`config.mk`:
```
export PLATFORM = sky130hd
export DESIGN_NAME = fetch_pc_gen_flat
export DESIGN_NICKNAME = d
export VERILOG_FILES = /design/src/rtl/riscv_pkg.sv /design/src/rtl/fetch_pc_gen_if.sv /design/src/rtl/fetch_pc_gen_cf_predecode.sv /design/src/rtl/fetch_pc_gen.sv /design/src/flat_wrapper.sv
export SDC_FILE = /design/constraint.sdc
export NUM_CORES = 1
export LEC_CHECK = 0
export CAP_MARGIN = 20
export CORE_MARGIN = 4
export CORE_UTILIZATION = 25
export CTS_CLUSTER_SIZE = 16
export DETAILED_ROUTE_END_ITERATION = 8
export GPL_TIMING_DRIVEN = 0
export PLACE_DENSITY = 0.54
export SETUP_SLACK_MARGIN = 0.05
export SLEW_MARGIN = 10
export SYNTH_ARGS = -nofsm -noshare
export SYNTH_HDL_FRONTEND = slang
export SYNTH_SLANG_ARGS = --single-unit
```
`constraint.sdc`:
```
create_clock -name clk -period 2.7 [get_ports clk]
set_input_delay 0.81 -clock clk [delete_from_list [all_inputs] [get_ports clk]]
set_output_delay 0.81 -clock clk [all_outputs]
set_load 0.03 [all_outputs]
```
`src/rtl/riscv_pkg.sv`:
```
// Shared definitions for the fetch PC generator.
//   XLEN          : architectural register / address width
//   OP_JAL/OP_JALR: major opcodes recognised by the control-flow predecoder
//   fetch_state_t : fetch FSM encoding (BOOT / RUN / DRAIN)
//   is_link()     : true for the RISC-V link registers x1 and x5
package riscv_pkg;

    localparam int unsigned XLEN = 32;

    localparam logic [6:0] OP_JAL  = 7'b1101111;
    localparam logic [6:0] OP_JALR = 7'b1100111;

    typedef enum logic [1:0] {
        BOOT  = 2'd0,
        RUN   = 2'd1,
        DRAIN = 2'd2
    } fetch_state_t;

    function automatic logic is_link(input logic [4:0] r);
        return (r == 5'd1) || (r == 5'd5);
    endfunction

endpackage

```
`src/rtl/fetch_pc_gen_if.sv`:
```
// Bundle of every non-clock/reset signal between the fetch PC generator and
// its surroundings (backend redirect, instruction memory, RAS, decode).
//   master : the PC generator (drives pc, RAS strobes, fetch packet, state)
//   slave  : the environment (drives stall, redirect, imem data, RAS top)
//
// Handshake: a fetch packet is handed to decode on every rising edge where
// the generator is in RUN, instr_valid is high, stall is low and
// redirect_valid is low. stall acts as the inverse of ready and freezes the
// packet registers; fetch_valid is the registered valid of that packet.
interface fetch_pc_gen_if;
    import riscv_pkg::*;

    // Environment -> generator
    logic             stall;
    logic             redirect_valid;
    logic [XLEN-1:0]  redirect_pc;
    logic             instr_valid;
    logic [31:0]      imem_rdata;
    logic             ras_valid;
    logic [XLEN-1:0]  ras_predicted_return;

    // Generator -> environment
    logic [XLEN-1:0]  pc;
    logic             ras_push;
    logic             ras_pop;
    logic [XLEN-1:0]  ras_return_addr;
    logic             fetch_valid;
    logic [XLEN-1:0]  fetch_pc;
    logic [31:0]      fetch_instr;
    logic             pred_taken;
    logic [XLEN-1:0]  pred_target;
    fetch_state_t     state;

    modport master (
        input  stall, redirect_valid, redirect_pc, instr_valid, imem_rdata,
               ras_valid, ras_predicted_return,
        output pc, ras_push, ras_pop, ras_return_addr, fetch_valid, fetch_pc,
               fetch_instr, pred_taken, pred_target, state
    );

    modport slave (
        output stall, redirect_valid, redirect_pc, instr_valid, imem_rdata,
               ras_valid, ras_predicted_return,
        input  pc, ras_push, ras_pop, ras_return_addr, fetch_valid, fetch_pc,
               fetch_instr, pred_taken, pred_target, state
    );

endinterface

```
`src/rtl/fetch_pc_gen_cf_predecode.sv`:
```
// Combinational control-flow predecoder for one 32-bit instruction word.
//   instr   : raw instruction word
//   is_jal  : instruction is JAL
//   is_jalr : instruction is JALR (funct3 000)
//   push    : return address stack push hint
//   pop     : return address stack pop hint
//   j_imm   : sign-extended J-type immediate (valid when is_jal)
// Anything with instr[1:0] != 2'b11 (compressed) cannot match either opcode
// because both opcodes end in 2'b11, so it falls out as non-control.
module cf_predecode
    import riscv_pkg::*;
(
    input  logic [31:0]      instr,
    output logic             is_jal,
    output logic             is_jalr,
    output logic             push,
    output logic             pop,
    output logic [XLEN-1:0]  j_imm
);

    logic [6:0] opcode;
    logic [4:0] rd;
    logic [4:0] rs1;
    logic [2:0] funct3;
    logic       rd_link;
    logic       rs1_link;

    assign opcode   = instr[6:0];
    assign rd       = instr[11:7];
    assign funct3   = instr[14:12];
    assign rs1      = instr[19:15];
    assign rd_link  = is_link(rd);
    assign rs1_link = is_link(rs1);

    assign is_jal  = (opcode == OP_JAL);
    assign is_jalr = (opcode == OP_JALR) && (funct3 == 3'b000);

    // J-type immediate: imm[20|10:1|11|19:12] packed into instr[31:12].
    assign j_imm = {{(XLEN-20){instr[31]}}, instr[19:12], instr[20],
                    instr[30:21], 1'b0};

    // Any link destination means a call: push the return address.
    // A JALR whose source is a link register is a return: pop, except when
    // rd == rs1 (both links), which is a plain call reusing the register.
    always_comb begin
        push = 1'b0;
        pop  = 1'b0;
        if (is_jal) begin
            push = rd_link;
        end else if (is_jalr) begin
            push = rd_link;
            pop  = rs1_link && (!rd_link || (rs1 != rd));
        end
    end

endmodule

```
`src/rtl/fetch_pc_gen.sv`:
```
// Fetch PC generator with a small BOOT/RUN/DRAIN FSM, static JAL
// prediction and RAS-based return prediction.
//   clk     : rising-edge clock
//   reset_n : asynchronous active-low reset
//   bus     : fetch_pc_gen_if.master (redirect, imem, RAS, fetch packet,
//             debug state)
// Priority each cycle: redirect > stall > accept > bubble.
module fetch_pc_gen
    import riscv_pkg::*;
#(
    parameter logic [XLEN-1:0] RESET_VECTOR = 32'h0000_0000
) (
    input  logic          clk,
    input  logic          reset_n,
    fetch_pc_gen_if.master bus
);

    fetch_state_t    state_q;
    fetch_state_t    state_d;

    logic [XLEN-1:0] pc_q;
    logic            fetch_valid_q;
    logic [XLEN-1:0] fetch_pc_q;
    logic [31:0]     fetch_instr_q;
    logic            pred_taken_q;
    logic [XLEN-1:0] pred_target_q;

    logic            pd_is_jal;
    logic            pd_is_jalr;
    logic            pd_push;
    logic            pd_pop;
    logic [XLEN-1:0] pd_j_imm;

    logic            accept;
    logic [XLEN-1:0] pc_plus4;
    logic [XLEN-1:0] next_pc;
    logic            next_taken;
    logic [XLEN-1:0] next_target;

    cf_predecode u_predecode (
        .instr   (bus.imem_rdata),
        .is_jal  (pd_is_jal),
        .is_jalr (pd_is_jalr),
        .push    (pd_push),
        .pop     (pd_pop),
        .j_imm   (pd_j_imm)
    );

    // ---------------- FSM: state register ----------------
    always_ff @(posedge clk or negedge reset_n) begin
        if (!reset_n) begin
            state_q <= BOOT;
        end else begin
            state_q <= state_d;
        end
    end

    // ---------------- FSM: next state ----------------
    // A redirect always lands in DRAIN so the stale imem response for the
    // old pc is dropped; a redirect during DRAIN simply restarts it.
    always_comb begin
        state_d = state_q;
        if (bus.redirect_valid) begin
            state_d = DRAIN;
        end else begin
            case (state_q)
                BOOT:    state_d = RUN;
                RUN:     state_d = RUN;
                DRAIN:   state_d = RUN;
                default: state_d = BOOT;
            endcase
        end
    end

    // ---------------- FSM: outputs ----------------
    always_comb begin
        accept = (state_q == RUN) && bus.instr_valid && !bus.stall &&
                 !bus.redirect_valid;
    end

    // ---------------- next-pc prediction ----------------
    assign pc_plus4 = pc_q + XLEN'(4);

    always_comb begin
        next_pc    = pc_plus4;
        next_taken = 1'b0;
        if (pd_is_jal) begin
            next_pc    = pc_q + pd_j_imm;
            next_taken = 1'b1;
        end else if (pd_is_jalr && pd_pop && bus.ras_valid) begin
            next_pc    = bus.ras_predicted_return;
            next_taken = 1'b1;
        end
        next_target = next_taken ? next_pc : '0;
    end

    // RAS strobes are only meaningful for an instruction actually consumed.
    assign bus.ras_push        = accept && pd_push;
    assign bus.ras_pop         = accept && pd_pop;
    assign bus.ras_return_addr = (accept && pd_push) ? pc_plus4 : '0;

    // ---------------- pc and fetch packet ----------------
    always_ff @(posedge clk or negedge reset_n) begin
        if (!reset_n) begin
            pc_q          <= RESET_VECTOR;
            fetch_valid_q <= 1'b0;
            fetch_pc_q    <= '0;
            fetch_instr_q <= '0;
            pred_taken_q  <= 1'b0;
            pred_target_q <= '0;
        end else if (bus.redirect_valid) begin
            pc_q          <= bus.redirect_pc;
            fetch_valid_q <= 1'b0;
        end else if (state_q == RUN) begin
            if (accept) begin
                pc_q          <= next_pc;
                fetch_valid_q <= 1'b1;
                fetch_pc_q    <= pc_q;
                fetch_instr_q <= bus.imem_rdata;
                pred_taken_q  <= next_taken;
                pred_target_q <= next_target;
            end else if (!bus.stall) begin
                // No instruction this cycle: emit a bubble, keep pc.
                fetch_valid_q <= 1'b0;
            end
        end else begin
            // BOOT and DRAIN never produce a packet.
            fetch_valid_q <= 1'b0;
        end
    end

    assign bus.pc          = pc_q;
    assign bus.fetch_valid = fetch_valid_q;
    assign bus.fetch_pc    = fetch_pc_q;
    assign bus.fetch_instr = fetch_instr_q;
    assign bus.pred_taken  = pred_taken_q;
    assign bus.pred_target = pred_target_q;
    assign bus.state       = state_q;

endmodule

```
`src/flat_wrapper.sv`:
```
// flat-port wrapper written by rule: the top's interface ports become plain ports
module fetch_pc_gen_flat import riscv_pkg::*;
#(
    parameter logic [XLEN-1:0] RESET_VECTOR = 32'h0000_0000
)
  (clk, reset_n, bus_stall, bus_redirect_valid, bus_redirect_pc, bus_instr_valid, bus_imem_rdata, bus_ras_valid, bus_ras_predicted_return, bus_pc, bus_ras_push, bus_ras_pop, bus_ras_return_addr, bus_fetch_valid, bus_fetch_pc, bus_fetch_instr, bus_pred_taken, bus_pred_target, bus_state);
  fetch_pc_gen_if bus_i ();
  input  logic clk;
  input  logic reset_n;
  input wire logic [$bits(bus_i.stall)-1:0] bus_stall;
  input wire logic [$bits(bus_i.redirect_valid)-1:0] bus_redirect_valid;
  input wire logic [$bits(bus_i.redirect_pc)-1:0] bus_redirect_pc;
  input wire logic [$bits(bus_i.instr_valid)-1:0] bus_instr_valid;
  input wire logic [$bits(bus_i.imem_rdata)-1:0] bus_imem_rdata;
  input wire logic [$bits(bus_i.ras_valid)-1:0] bus_ras_valid;
  input wire logic [$bits(bus_i.ras_predicted_return)-1:0] bus_ras_predicted_return;
  output wire logic [$bits(bus_i.pc)-1:0] bus_pc;
  output wire logic [$bits(bus_i.ras_push)-1:0] bus_ras_push;
  output wire logic [$bits(bus_i.ras_pop)-1:0] bus_ras_pop;
  output wire logic [$bits(bus_i.ras_return_addr)-1:0] bus_ras_return_addr;
  output wire logic [$bits(bus_i.fetch_valid)-1:0] bus_fetch_valid;
  output wire logic [$bits(bus_i.fetch_pc)-1:0] bus_fetch_pc;
  output wire logic [$bits(bus_i.fetch_instr)-1:0] bus_fetch_instr;
  output wire logic [$bits(bus_i.pred_taken)-1:0] bus_pred_taken;
  output wire logic [$bits(bus_i.pred_target)-1:0] bus_pred_target;
  output wire logic [$bits(bus_i.state)-1:0] bus_state;
  assign bus_i.stall = bus_stall;
  assign bus_i.redirect_valid = bus_redirect_valid;
  assign bus_i.redirect_pc = bus_redirect_pc;
  assign bus_i.instr_valid = bus_instr_valid;
  assign bus_i.imem_rdata = bus_imem_rdata;
  assign bus_i.ras_valid = bus_ras_valid;
  assign bus_i.ras_predicted_return = bus_ras_predicted_return;
  assign bus_pc = bus_i.pc;
  assign bus_ras_push = bus_i.ras_push;
  assign bus_ras_pop = bus_i.ras_pop;
  assign bus_ras_return_addr = bus_i.ras_return_addr;
  assign bus_fetch_valid = bus_i.fetch_valid;
  assign bus_fetch_pc = bus_i.fetch_pc;
  assign bus_fetch_instr = bus_i.fetch_instr;
  assign bus_pred_taken = bus_i.pred_taken;
  assign bus_pred_target = bus_i.pred_target;
  assign bus_state = bus_i.state;
  fetch_pc_gen #(.RESET_VECTOR(RESET_VECTOR)) u_core (.clk(clk), .reset_n(reset_n), .bus(bus_i));
endmodule
```
==> metrics.md, run 1 <==
| Metric | Value |
|---|---|
| Top fanout value on the critical path | 5 |
| Global-route total usage across every layer | 0.228 |
| Total routed wirelength | 41000 µm |
| Input/output buffers | 267 |
| Maximum buffer depth of the clock tree | 2 |
| Transition time at the pin with the least slew margin | 932 ps |
| Area Overhead vs Synth | 81.1% |
| TritonCTS clock tree | yes |
| Violations in the final reports | negative setup slack |
| Standard-cell row count | 64 |
| Total number of vias | 9198 |
| CTS buffer count | 17 |
| Combined area of all synthesized cells | 0.00794 mm² |
| Pin count of the biggest net entering global routing | 75 |
| Fin area | 0.0144 mm² |
| Synthesized area per cell | 7.94 µm² |
| Synth Net Count | 1134 |
| First-pass GRT wire length | 58500 µm |
| Core Util, Final | 0.464 |
| Count of endpoints failing hold in the final timing report | 0 |
| Unique masters post-synth | 61 |
| Count of pins over their slew limit | 0 |
| Die Ht | 186 µm |
| Die ar. | 0.0347 mm² |
| Worst Setup Path Type | reg -> out |
| Stage delay of the slowest cell on the critical path | 370 ps |
| Static Leak | 0.00617 µW |
| Leading cell type in the layout, fill and taps excluded | nand2_1 |
| Async SR Flop Fraction | 1.00 |
| Share of post-route cells with drive strength above 1 | 0.316 |
| Category of the worst setup path capture point | primary output |
| DRT Pass-1 Iters | 7 |
| Drt first-iter violations | 710 |
| Power density of the placed cells | 581 mW/mm² |
| Number of instances in the synthesized netlist | 1000 |
| Core region area | 0.0310 mm² |
| Worst clock skew | 8.33 ps |
| Clock-pin slew on the worst setup and hold paths | 70 ps |
| Net count reported at finish | 1528 |
| CTS sink cnt | 132 |
| CTS Hold Bufs | 0 |
| I/O pin count | 268 |
| DRC | 0 |
| Number of synthesized flops with an enable pin | 0 |
| Total cell area at the placement stage | 0.0116 mm² |
| Largest delay share family, worst path | simple AND/OR/NAND/NOR gates |
| Required time of the critical path | 1890 ps |
| Series of cell instances along the critical path | buf_8 -> and4_4 -> and3_4 -> nand3_4 -> nor2_4 -> nand4_1 -> xnor2_2 -> and2_4 -> buf_6 |
| Synth Flop Type | dfrtp_1 |
| CP Data Arrival Time | 2370 ps |
| Via density | 5.10 |
| Detailed Place HPWL | 29400 µm |
| Final period util | 1.18 |
| RSZ-0062 raised after global routing | yes |
| Syn. warnings | 0 |
| Number of setup violations in the final report | 59 |
| Master of the slowest instance on the critical path | dfrtp_2 |
| Total congestion overflow after global routing | 0 |
| Post-place setup slack | -1870 ps |
| Global placement routability congestion | 0.897 |
| Total power consumption of the routed design | 8350 µW |
| DR WL/cell | 22.7 µm |
| Sort of element at the start of the critical path | flop |
| Tightest slew margin relative to the limit | 0.378 |
| Peak Freq | 0.314 GHz |
| Sequential share of the synthesized area | 0.416 |
| Buffering stage count on the worst path with inverters included | 2 |
| Antenna violations before repair | 2 |
| CTS H-Tree Depth | 4 |
| Shortest period the worst path allows | 3180 ps |
| Commonest cells after routing, fill and taps aside | nand2_1 (263), clkdlybuf4s50_1 (192), dfrtp_1 (110) |
| Min Hold Slack | 293 ps |
| Max-cap check violation count | 0 |
| Number of global-route vias before repair | 8946 |
| Library cell used as clock root buffer | clkbuf_16 |
| Synthesized flop and latch total | 132 |
| Worst hold path class | in -> async |
| Initial core utilization | 0.256 |
| Run status | finished with violations |
| Die extent in x | 186 µm |
| Number of nets with antenna violations after routing | 0 |
| Final worst-path setup slack | -482 ps |
| Clock insertion delay at the later pin of the skew report | 440 ps |
| Max rail drop VDD | 0.438 mV |
-- cell type report --
type                            count  area, µm²
Multi-Input combinational cell    803       5760
Buffer                             49        385
Clock inverter                     13        173
Timing Repair Buffer              381       3730
Sequential cell                   132       3330
Clock buffer                       19        443
Inverter                           10       50.0
Fill cell                        2938      16600
Tap cell                          396        495
Antenna cell                        2       5.00
-- flip-flops by register name (all words and copies together), names as in the netlist --
signal,count
u_core.bus.fetch_valid,1
u_core.bus.pred_taken,1
u_core.bus.pred_target,32
u_core.bus.fetch_pc,32
u_core.bus.fetch_instr,32
u_core.bus.state,2
u_core.bus.pc,32
-- per-layer routing --
metal | up-vias | wire length (µm) | track usage
met5 | - | 0 | 0
met4 | 0 | 1260 | 0.0740
met3 | 75 | 3310 | 0.0476
met2 | 424 | 19100 | 0.365
met1 | 4483 | 17400 | 0.308
li1 | 4216 | - | -
-- synthesized netlist by cell type, types with 5 or more instances --
| master | number | area share |
|---|---|---|
| and2_1 | 8 | 0.0063 |
| ha_1 | 31 | 0.049 |
| xnor2_1 | 26 | 0.029 |
| o21ai_1 | 17 | 0.011 |
| buf_1 | 5 | 0.0024 |
| a22oi_1 | 10 | 0.0095 |
| nor3_1 | 10 | 0.0063 |
| o21ai_0 | 50 | 0.032 |
| nand2_1 | 277 | 0.13 |
| nand3_1 | 17 | 0.011 |
| and3_1 | 11 | 0.0087 |
| o211ai_1 | 9 | 0.0085 |
| nand2b_1 | 10 | 0.0079 |
| inv_1 | 10 | 0.0047 |
| nor2_1 | 120 | 0.057 |
| dfrtp_1 | 132 | 0.42 |
| a21o_1 | 7 | 0.0066 |
| xor2_1 | 29 | 0.032 |
| nor3b_1 | 5 | 0.0047 |
| a21oi_1 | 77 | 0.049 |
| clkbuf_1 | 45 | 0.021 |
| a221oi_1 | 8 | 0.0088 |
| nand4_1 | 12 | 0.0095 |
| a31oi_1 | 5 | 0.0039 |
-- through the flow --
stage          setup TNS (ps)  std cells
2_1_floorplan           -3230       1000
3_3_place_gp          -920050       1663
3_5_place_dp          -238900       1664
4_1_cts                -11520       1775
5_1_grt                -17210       1805
6_report               -12800       1805
-- cells by family after synthesis --
family,share of synthesized area
buffers and inverters,0.0323
AOI/OAI and AO/OA,0.173
xor gates and xnor gates,0.0607
and+or+nand+nor,0.261
adders and majority gates,0.0514
muxes,0.00520
DFF,0.416
-- timing repair --
item                                    4_1_cts  5_1_grt
pin swaps                                    92       58
resized for setup                           512      121
endpoints found under the setup margin      165      161
setup buffers                                81       32
cloned                                        3        0
-- report_power, final --
group / switching (µW) / internal [µW] / total, µW
Clock: 1050 / 1490 / 2550
Sequential: 249 / 2300 / 2550
Combinational: 1830 / 1420 / 3250
-- final timing paths --
path / slack (ps) / to / cells after the start / startpoint
worst max-delay path: -480 / bus_ras_return_addr[24] / 9 / u_core.bus.pc[7]
worst min-delay path: 290 / u_core.bus.fetch_instr[27] / 1 / reset_n
worst max register to register: -200 / u_core.bus.pc[30] / 11 / u_core.bus.pc[11]
worst min register to register: 470 / u_core.bus.fetch_pc[17] / 2 / u_core.bus.fetch_pc[17]
max in group asynchronous: 1610 / u_core.bus.pc[16] / 2 / reset_n
min in group clk: 470 / u_core.bus.fetch_pc[17] / 2 / u_core.bus.fetch_pc[17]
Power figures use the tool's default switching activity.
==> inputs of run 2 (changes only) <==
- CAP_MARGIN: 20 -> 0
- CTS_CLUSTER_SIZE: 16 -> 28
==> results of run 2 <==
The final DEF is identical to that of run 1; final timing and power are the same.
